--- src/rtl/periph_bus_ctrl_pkg.sv ---
// Shared types and default parameters for the peripheral bus controller.
package periph_bus_ctrl_pkg;

    localparam int DEF_DATA_WIDTH = 32;
    localparam int DEF_ADDR_WIDTH = 32;
    localparam int DEF_SEL_LSB    = 16;
    localparam int DEF_SEL_BITS   = 2;
    localparam int DEF_TIMEOUT    = 255;

    // Wide enough for the largest allowed TIMEOUT (65535).
    localparam int CNT_WIDTH = 16;

    typedef enum logic [1:0] {
        ST_IDLE   = 2'd0,
        ST_ACCESS = 2'd1,
        ST_DONE   = 2'd2
    } bus_state_e;

endpackage

--- src/rtl/periph_bus_ctrl_timeout.sv ---
// Wait-cycle counter: clear, enable, and a terminal flag on the last allowed wait cycle.
module bus_timeout_cnt
    import periph_bus_ctrl_pkg::*;
#(
    parameter int TIMEOUT = DEF_TIMEOUT
) (
    input  logic clk,
    input  logic rst_n,
    input  logic clr_i,
    input  logic en_i,
    output logic term_o
);

    localparam logic [CNT_WIDTH-1:0] LAST = CNT_WIDTH'(TIMEOUT - 1);

    logic [CNT_WIDTH-1:0] cnt_q;

    // NOTE: state registers use non-blocking assignments so every flop samples pre-edge values.
    always_ff @(posedge clk or negedge rst_n) begin
        if (!rst_n) begin
            cnt_q <= '0;
        end else if (clr_i) begin
            cnt_q <= '0;
        end else if (en_i && !term_o) begin
            cnt_q <= cnt_q + CNT_WIDTH'(1);
        end
    end

    assign term_o = (cnt_q == LAST);

endmodule

--- src/rtl/periph_bus_ctrl.sv ---
// Single-master to N-slave bus controller: decodes the slave from the address,
// holds a one-hot request until the slave is ready or a wait timeout expires.
module periph_bus_ctrl
    import periph_bus_ctrl_pkg::*;
#(
    parameter int DATA_WIDTH = DEF_DATA_WIDTH,
    parameter int ADDR_WIDTH = DEF_ADDR_WIDTH,
    parameter int SEL_LSB    = DEF_SEL_LSB,
    parameter int SEL_BITS   = DEF_SEL_BITS,
    parameter int TIMEOUT    = DEF_TIMEOUT
) (
    input  logic                                  clk,
    input  logic                                  reset,
    input  logic                                  m_req,
    input  logic                                  m_we,
    input  logic [ADDR_WIDTH-1:0]                 m_addr,
    input  logic [DATA_WIDTH-1:0]                 m_wdata,
    output logic [DATA_WIDTH-1:0]                 m_rdata,
    output logic                                  m_done,
    output logic                                  m_err,
    output logic [(2**SEL_BITS)-1:0]              s_req,
    output logic                                  s_we,
    output logic [SEL_LSB-1:0]                    s_addr,
    output logic [DATA_WIDTH-1:0]                 s_wdata,
    input  logic [(2**SEL_BITS)*DATA_WIDTH-1:0]   s_rdata,
    input  logic [(2**SEL_BITS)-1:0]              s_ready
);

    localparam int N_SLAVES = 2**SEL_BITS;

    bus_state_e            state_q;
    logic                  we_q;
    logic [SEL_LSB-1:0]    addr_q;
    logic [DATA_WIDTH-1:0] wdata_q;
    logic [SEL_BITS-1:0]   idx_q;
    logic [N_SLAVES-1:0]   s_req_q;
    logic [N_SLAVES-1:0]   s_req_d;
    logic [DATA_WIDTH-1:0] m_rdata_q;
    logic                  m_done_q;
    logic                  m_err_q;

    logic [SEL_BITS-1:0]   sel_idx;
    logic                  ready_sel;
    logic [DATA_WIDTH-1:0] rdata_sel;
    logic                  cnt_clr;
    logic                  cnt_en;
    logic                  cnt_term;

    logic [DATA_WIDTH-1:0] rdata_arr [N_SLAVES];

    for (genvar i = 0; i < N_SLAVES; i++) begin : g_rdata
        assign rdata_arr[i] = s_rdata[i*DATA_WIDTH +: DATA_WIDTH];
    end

    // Address bits above the select field take no part in decoding.
    if (ADDR_WIDTH > SEL_LSB + SEL_BITS) begin : g_addr_hi
        logic unused_addr_hi;
        assign unused_addr_hi = ^m_addr[ADDR_WIDTH-1:SEL_LSB+SEL_BITS];
    end

    assign sel_idx   = m_addr[SEL_LSB+SEL_BITS-1:SEL_LSB];
    assign ready_sel = s_ready[idx_q];
    assign rdata_sel = rdata_arr[idx_q];

    // NOTE: assigning a default before the indexed write keeps this purely combinational (no latch).
    always_comb begin
        s_req_d          = '0;
        s_req_d[sel_idx] = 1'b1;
    end

    assign cnt_clr = (state_q != ST_ACCESS);
    assign cnt_en  = (state_q == ST_ACCESS) && !ready_sel;

    bus_timeout_cnt #(
        .TIMEOUT (TIMEOUT)
    ) u_timeout (
        .clk    (clk),
        .rst_n  (reset),
        .clr_i  (cnt_clr),
        .en_i   (cnt_en),
        .term_o (cnt_term)
    );

    always_ff @(posedge clk or negedge reset) begin
        if (!reset) begin
            state_q   <= ST_IDLE;
            we_q      <= 1'b0;
            addr_q    <= '0;
            wdata_q   <= '0;
            idx_q     <= '0;
            s_req_q   <= '0;
            m_rdata_q <= '0;
            m_done_q  <= 1'b0;
            m_err_q   <= 1'b0;
        end else begin
            m_done_q <= 1'b0;
            m_err_q  <= 1'b0;
            case (state_q)
                ST_IDLE: begin
                    if (m_req) begin
                        we_q    <= m_we;
                        addr_q  <= m_addr[SEL_LSB-1:0];
                        wdata_q <= m_wdata;
                        idx_q   <= sel_idx;
                        s_req_q <= s_req_d;
                        state_q <= ST_ACCESS;
                    end
                end
                ST_ACCESS: begin
                    // Ready is tested first so it wins over a simultaneous timeout.
                    if (ready_sel) begin
                        if (!we_q) begin
                            m_rdata_q <= rdata_sel;
                        end
                        s_req_q  <= '0;
                        m_done_q <= 1'b1;
                        state_q  <= ST_DONE;
                    end else if (cnt_term) begin
                        s_req_q  <= '0;
                        m_done_q <= 1'b1;
                        m_err_q  <= 1'b1;
                        state_q  <= ST_DONE;
                    end
                end
                ST_DONE: begin
                    state_q <= ST_IDLE;
                end
                default: begin
                    s_req_q <= '0;
                    state_q <= ST_IDLE;
                end
            endcase
        end
    end

    assign m_rdata = m_rdata_q;
    assign m_done  = m_done_q;
    assign m_err   = m_err_q;
    assign s_req   = s_req_q;
    assign s_we    = we_q;
    assign s_addr  = addr_q;
    assign s_wdata = wdata_q;

endmodule

--- config.mk ---
export PLATFORM = sky130hd
export DESIGN_NAME = periph_bus_ctrl
export DESIGN_NICKNAME = d
export VERILOG_FILES = /design/src/rtl/periph_bus_ctrl_pkg.sv /design/src/rtl/periph_bus_ctrl_timeout.sv /design/src/rtl/periph_bus_ctrl.sv
export SDC_FILE = /design/constraint.sdc
export NUM_CORES = 1
export LEC_CHECK = 0
export ABC_AREA = 1
export CAP_MARGIN = 20
export CORE_MARGIN = 4
export CORE_UTILIZATION = 35
export DETAILED_ROUTE_END_ITERATION = 8
export PLACE_DENSITY = 0.79
export SKIP_LAST_GASP = 1
export SYNTH_ARGS = -nofsm -noshare
export SYNTH_HDL_FRONTEND = slang
export SYNTH_SLANG_ARGS = --single-unit
--- constraint.sdc ---
create_clock -name clk -period 1.4 [get_ports clk]
set_input_delay 0.14 -clock clk [delete_from_list [all_inputs] [get_ports clk]]
set_output_delay 0.14 -clock clk [all_outputs]
set_load 0.005 [all_outputs]
# Word level (Yosys, flattened, before mapping)
# Cells that the tools add are included.
[word_totals] register_bits=107 latchBits=0 ram_bits=0 rom_bits=0 inputBits=200 output_inout_bits=87 wordCells=57 mem_count=0
[classes] add_sub_neg=1 mul=0 div=0 n_lt_le_gt_ge=4 n_eq_ne=6 shifts=0 muxes=22 bitwise=3 reduce_logical=11
[ops] cell="$bmux W32 S2" count=1
[ops] cell="$mux W32" count=2
[ops] cell="$mux W16" count=2
[ops] cell="$add A16 B1 Y16 const B" count=1
[ops] cell="$eq A16 B8 Y1 const B" count=1
[ops] cell="$mux W4" count=3
[ops] cell="$pmux W4 S3" count=1
[ops] cell="$mux W1" count=7
[ops] cell="$lt A2 B3 Y1 const B" count=2
[ops] cell="$mux W2" count=3
[ops] cell="$reduce_and A3 Y1" count=2
[ops] cell="$pmux W2 S2" count=1
[ops] cell="$reduce_and A2 Y1" count=2
[ops] cell="$ge A3 B3 Y1 const B" count=1
[ops] cell="$logic_and A1 B1 Y1" count=3
[ops] cell="$ne A3 B2 Y1 const B" count=1
[ops] cell="$not A2 Y3" count=1
[ops] cell="$bmux W1 S2" count=1
[ops] cell="$demux W1 S2" count=1
[ops] cell="$eq A2 B1 Y1 const B" count=1
[ops] cell="$eq A2 B2 Y1 const B" count=1
[ops] cell="$ge A2 B1 Y1 const B" count=1
[ops] cell="$logic_not A1 Y1" count=2
[ops] cell="$logic_not A2 Y1" count=1
[ops] cell="other kinds (4)" count=5

# Longest topological paths before layout
[logic_depth] ltp_word=7 ltp_mapped=11 mapped_depth_nobuf=10

# Cells and area by module
# A second synthesis with hierarchy kept.
[hier_totals] hier_cells=741 hier_area_um2=5549.1
[by_module_without_submodules] mod="periph_bus_ctrl" instances=1 cells_each=580 area_per_inst_um2=4445.5 seq_area_each_um2=2277.2
[by_module_without_submodules] mod="bus_timeout_cnt" instances=1 cells_each=161 area_per_inst_um2=1103.6 seq_area_each_um2=400.4

# Worst setup path before layout
# OpenSTA, ideal clock, no wires.
[synth_timing] path_type="register to register" startpoint="register state_q[1]" endpoint="register addr_q[0] (netlist: s_addr[0])" setup_time_ps=125 arrival_time_ps=1314 required_ps=1275 path_slack_ps=-39 path_stages_with_launch=7 path_buffers=2 synth_period_minus_slack_ps=1439 path_cell_list="dfrtp_1 -> or2_1 -> buf_6 -> clkinv_2 -> nand2_4 -> buf_6 -> mux2_4"
[synth_between] elab_chain_cells=2
[synth_lines] item="from (decl)" line="periph_bus_ctrl.sv:31" rtl="bus_state_e state_q;"
[synth_lines] item="from (signal assigned)" line="periph_bus_ctrl.sv:86" rtl="state_q <= ST_IDLE;"
[synth_lines] item="from (signal assigned)" line="periph_bus_ctrl.sv:106" rtl="state_q <= ST_ACCESS;"
[synth_lines] item="from (signal assigned)" line="periph_bus_ctrl.sv:117" rtl="state_q <= ST_DONE;"
[synth_lines] item="$logic_not A2 Y1" line="periph_bus_ctrl.sv:98" rtl="case (state_q)"
[synth_lines] item="$reduce_and A2 Y1 (no line)"
[synth_lines] item="to (signal assigned)" line="periph_bus_ctrl.sv:102" rtl="addr_q <= m_addr[SEL_LSB-1:0];"
[synth_lines] item="to (decl)" line="periph_bus_ctrl.sv:33" rtl="logic [SEL_LSB-1:0] addr_q;"
# Every way passes these cells.
# A chain may end at the register's enable or synchronous reset.

# Worst setup path in the final report
[layout_timing] startpoint="register u_timeout.cnt_q[6]" endpoint="register u_timeout.cnt_q[12]"
[layout_between] elab_chain_cells=4 elab_cells_between_ends=7 classes_between="add/sub: 1; eq/ne: 1; mux: 2; reduce/logical: 3"
[layout_lines] item="from (decl)" line="periph_bus_ctrl_timeout.sv:16" rtl="logic [CNT_WIDTH-1:0] cnt_q;"
[layout_lines] item="from (signal assigned)" line="periph_bus_ctrl_timeout.sv:25" rtl="cnt_q <= cnt_q + CNT_WIDTH'(1);"
[layout_lines] item="parallel branches: the longest is 4 deep, another holds $add A16 B1 Y16"
# Several ways; the timed one is not identified. The select of a mux whose other input is x is not followed.

==> results.cfg <==
[run_status]
status = finished, violations left
violations = setup timing

[sta]
finalCritPeriodShare = 1.13
fmax_ghz = 0.631
setup_viol_count_final = 85
worstMarginPinSlew_ns = 0.449
skew_ns = 0.0132
whs_ns = 0.262
setup_tns_ns = -3.68
hold_violations = 0
setup_ws_ns = -0.186
rsz0062_at_grt = true
post-route-min-period_ns = 1.59
max_slew_margin = 0.700
slew_violations = 0

[routing]
via_per_inst = 5.02
vias = 6186
drtAntennaViolNets = 0
drc_errors = 0
drt-initial-drc-count = 224
firstDrtPassIters = 5
wl_per_cell_um = 18.3
routed_wl_mm = 22.5

[logic_synthesis]
syn-instance-count = 666
ys_types = 30
avgSynthCellArea_um2 = 8.66
ys.warnings.count = 0
netlist_area_mm2 = 0.00577
ys_ff_latch = 107
synth_nets = 868
yosysSeqAreaShare = 0.464

[global_route]
grt_pass1_wl_mm = 29.4
grt-ovfl-total = 0
grt.total_usage = 0.201
grt_start_max_net_pins = 50
antenna_found_initial = 0
grt_pass1_vias = 5932

[place]
io_buffers = 272
globalplace.congestion = 0.863
dp_hpwl_mm = 15.2

[final_layout]
seq_area_mm2 = 0.00269
drive_gt1_frac = 0.261
fillers = 1207
finalNetCount = 1213
area_growth_pct = 81.8
n_antenna_cell = 0
multiInputGateArea_mm2 = 0.00318

[pwr]
pwr-share-seq = 0.270
finalPower_uw = 19500
clkPwrFrac = 0.128
p_int_uw = 12100
powerDensity_mw_per_mm2 = 1860
irDropWorstVdd_mv = 1.17
switchingPower_uw = 7420
leakagePower_uw = 0.00514
comb_power_share = 0.602
switching_share = 0.380

[setup_path]
startpoint = u_timeout.cnt_q[6]$_DFFE_PN0P_
worstReg2RegStart = u_timeout.cnt_q[6]$_DFFE_PN0P_
endpoint_kind = flop
path_cells = nand2_2, inv_1, nand2_1, nor2_2, nand2_2, nand2_4, clkinvlp_4, nand4_1, nand2_1
r2r_end = u_timeout.cnt_q[12]$_DFFE_PN0P_
rr_worst_depth = 9
arrival_ns = 1.82
slowest_stage = dfrtp_1
critPathCapture = u_timeout.cnt_q[12]$_DFFE_PN0P_
path_class = flop to flop
path_max_fanout = 8
critPathRequiredTime_ns = 1.64
rrSetupSlack_ns = -0.19
max_stage_delay_ns = 0.47
cp-start-kind = flop

[cts]
cts.sink_count = 107
tritoncts = yes
clk_path_buf_depth = 2
root_buffer = clkbuf_16
clk_latency_ns = 0.35
clk_pin_slew_ns = 0.08
cts.htree.levels = 3
tritoncts.num_buffers = 9

[floorplan]
initial_utilization = 0.360
die_y_um = 136
die_area_mm2 = 0.0186
boundaryPins = 287
rows = 46
die_w_um = 136
core_mm2 = 0.0160

[run]
cap_violations = 0

[min_path]
hp-class = input pin to asynchronous set/reset pin
flip-flops by register name (all words and copies together), names as in the netlist:
register	count
m_done	1
state_q	2
s_req	4
s_we	1
s_addr	16
m_err	1
idx_q	2
s_wdata	32
m_rdata	32
u_timeout.cnt_q	16
cell usage after synthesis:
cell | n | share of area
or2_1 | 2 | 0.0022
nor2_1 | 120 | 0.078
nor2_4 | 1 | 0.0020
buf_4 | 4 | 0.0052
nand3_1 | 44 | 0.038
inv_4 | 1 | 0.0011
buf_1 | 1 | 0.00065
ha_1 | 2 | 0.0043
buf_2 | 13 | 0.011
nand2_2 | 2 | 0.0022
o21bai_1 | 4 | 0.0052
clkbuf_1 | 12 | 0.0078
mux2_2 | 4 | 0.0078
inv_1 | 17 | 0.011
mux2_4 | 45 | 0.12
nor4_1 | 1 | 0.0011
o21ai_0 | 87 | 0.075
nor2_2 | 2 | 0.0022
nand3_2 | 2 | 0.0035
nand2_4 | 4 | 0.0078
dfrtp_1 | 107 | 0.46
xor2_1 | 7 | 0.011
nand2_1 | 136 | 0.089
inv_2 | 2 | 0.0013
clkinv_2 | 1 | 0.00087
o21ai_1 | 17 | 0.015
buf_6 | 8 | 0.016
nor3_1 | 7 | 0.0061
a21oi_1 | 1 | 0.00087
nand4_1 | 12 | 0.013
power groups by stage:
| stage | Sequential (µW) | Combinational (µW) | Clock, µW |
|---|---|---|---|
| finish | 5270 | 11700 | 2500 |
| global route | 5410 | 12600 | 2700 |
| CTS | 5180 | 9920 | 2550 |
| detailed placement | 5190 | 9820 | 0 |
| global placement | 5210 | 9640 | 0 |
| floorplan | 5150 | 4670 | 0 |
worst max-delay path: cells and delay by family, from the launching register on:
family / cells / cell delay (ns)
simple gates: 7 / 0.73
buf+inv: 2 / 0.27
flops: 1 / 0.47
logic make-up (layout without fill, tap and decap cells):
| family | Yosys count | after routing | synth area share |
|---|---|---|---|
| compound gates | 109 | 109 | 0.0963 |
| mux | 49 | 49 | 0.125 |
| xor+xnor | 7 | 7 | 0.0106 |
| fa+ha+maj | 2 | 2 | 0.00434 |
| simple gates | 333 | 334 | 0.245 |
| buf+inv | 59 | 408 | 0.0549 |
| flops | 107 | 107 | 0.464 |
cells in the final DEF, fill, tap and decap left out, types with 9 or more instances in the layout:
master / instances
buf_6: 9
dfrtp_1: 101
mux2_4: 45
inv_1: 14
clkdlybuf4s50_1: 213
nand2_2: 39
nand2_4: 23
nand4_1: 12
nand3_1: 41
dlygate4sd2_1: 16
dlymetal6s2s_1: 42
o21ai_1: 37
buf_4: 62
clkbuf_16: 16
o21ai_0: 64
nand2_1: 78
buf_12: 18
nor2_1: 114
layout make-up:
type / count / area share
clock inverter: 6 / 0.00585
inverter: 21 / 0.00978
tap: 216 / 0.0258
multi-input combinational: 501 / 0.303
timing repair inverter: 2 / 0.00310
timing repair buffer: 369 / 0.374
clock buffer: 10 / 0.0218
sequential: 107 / 0.256
repair_timing:
| action | CTS | global route |
|---|---|---|
| gates cloned | 0 | 11 |
| endpoints found under the hold margin | 23 | 0 |
| hold buffers | 1 | 0 |
| endpoints found under the setup margin | 113 | 152 |
| pin swaps | 5 | 28 |
| setup buffers | 5 | 26 |
| resized for setup | 37 | 180 |
metrics by stage:
stage	setup slack, ns	util	instances	cell area (µm²)
floorplan	-0.0251	-	666	5780
global placement	-0.109	0.572	1173	9160
detailed placement	-0.128	0.572	1173	9160
CTS	-0.0548	0.596	1195	9540
global route	-0.273	0.656	1232	10500
finish	-0.186	0.656	1232	10500
layer usage:
layer | wire length [µm] | part of all wire | global-route usage
met5 | 0 | 0 | 0
met2 | 11300 | 0.50 | 0.350
met1 | 8320 | 0.37 | 0.226
met3 | 2420 | 0.11 | 0.0807
met4 | 530 | 0.024 | 0.0649
worst min-delay path by stage:
stage                              end  start  cells after the start  slack [ns]
2_1_floorplan     idx_q[0]$_DFFE_PN0P_  reset                      0       -0.16
3_3_place_gp   s_wdata[17]$_DFFE_PN0P_  reset                      1         0.1
3_5_place_dp    s_addr[10]$_DFFE_PN0P_  reset                      1         0.1
4_1_cts        s_wdata[17]$_DFFE_PN0P_  reset                      2        0.26
5_1_grt        s_wdata[17]$_DFFE_PN0P_  reset                      2        0.28
6_report       s_wdata[17]$_DFFE_PN0P_  reset                      2        0.26
(Power assumes the default switching activity.)
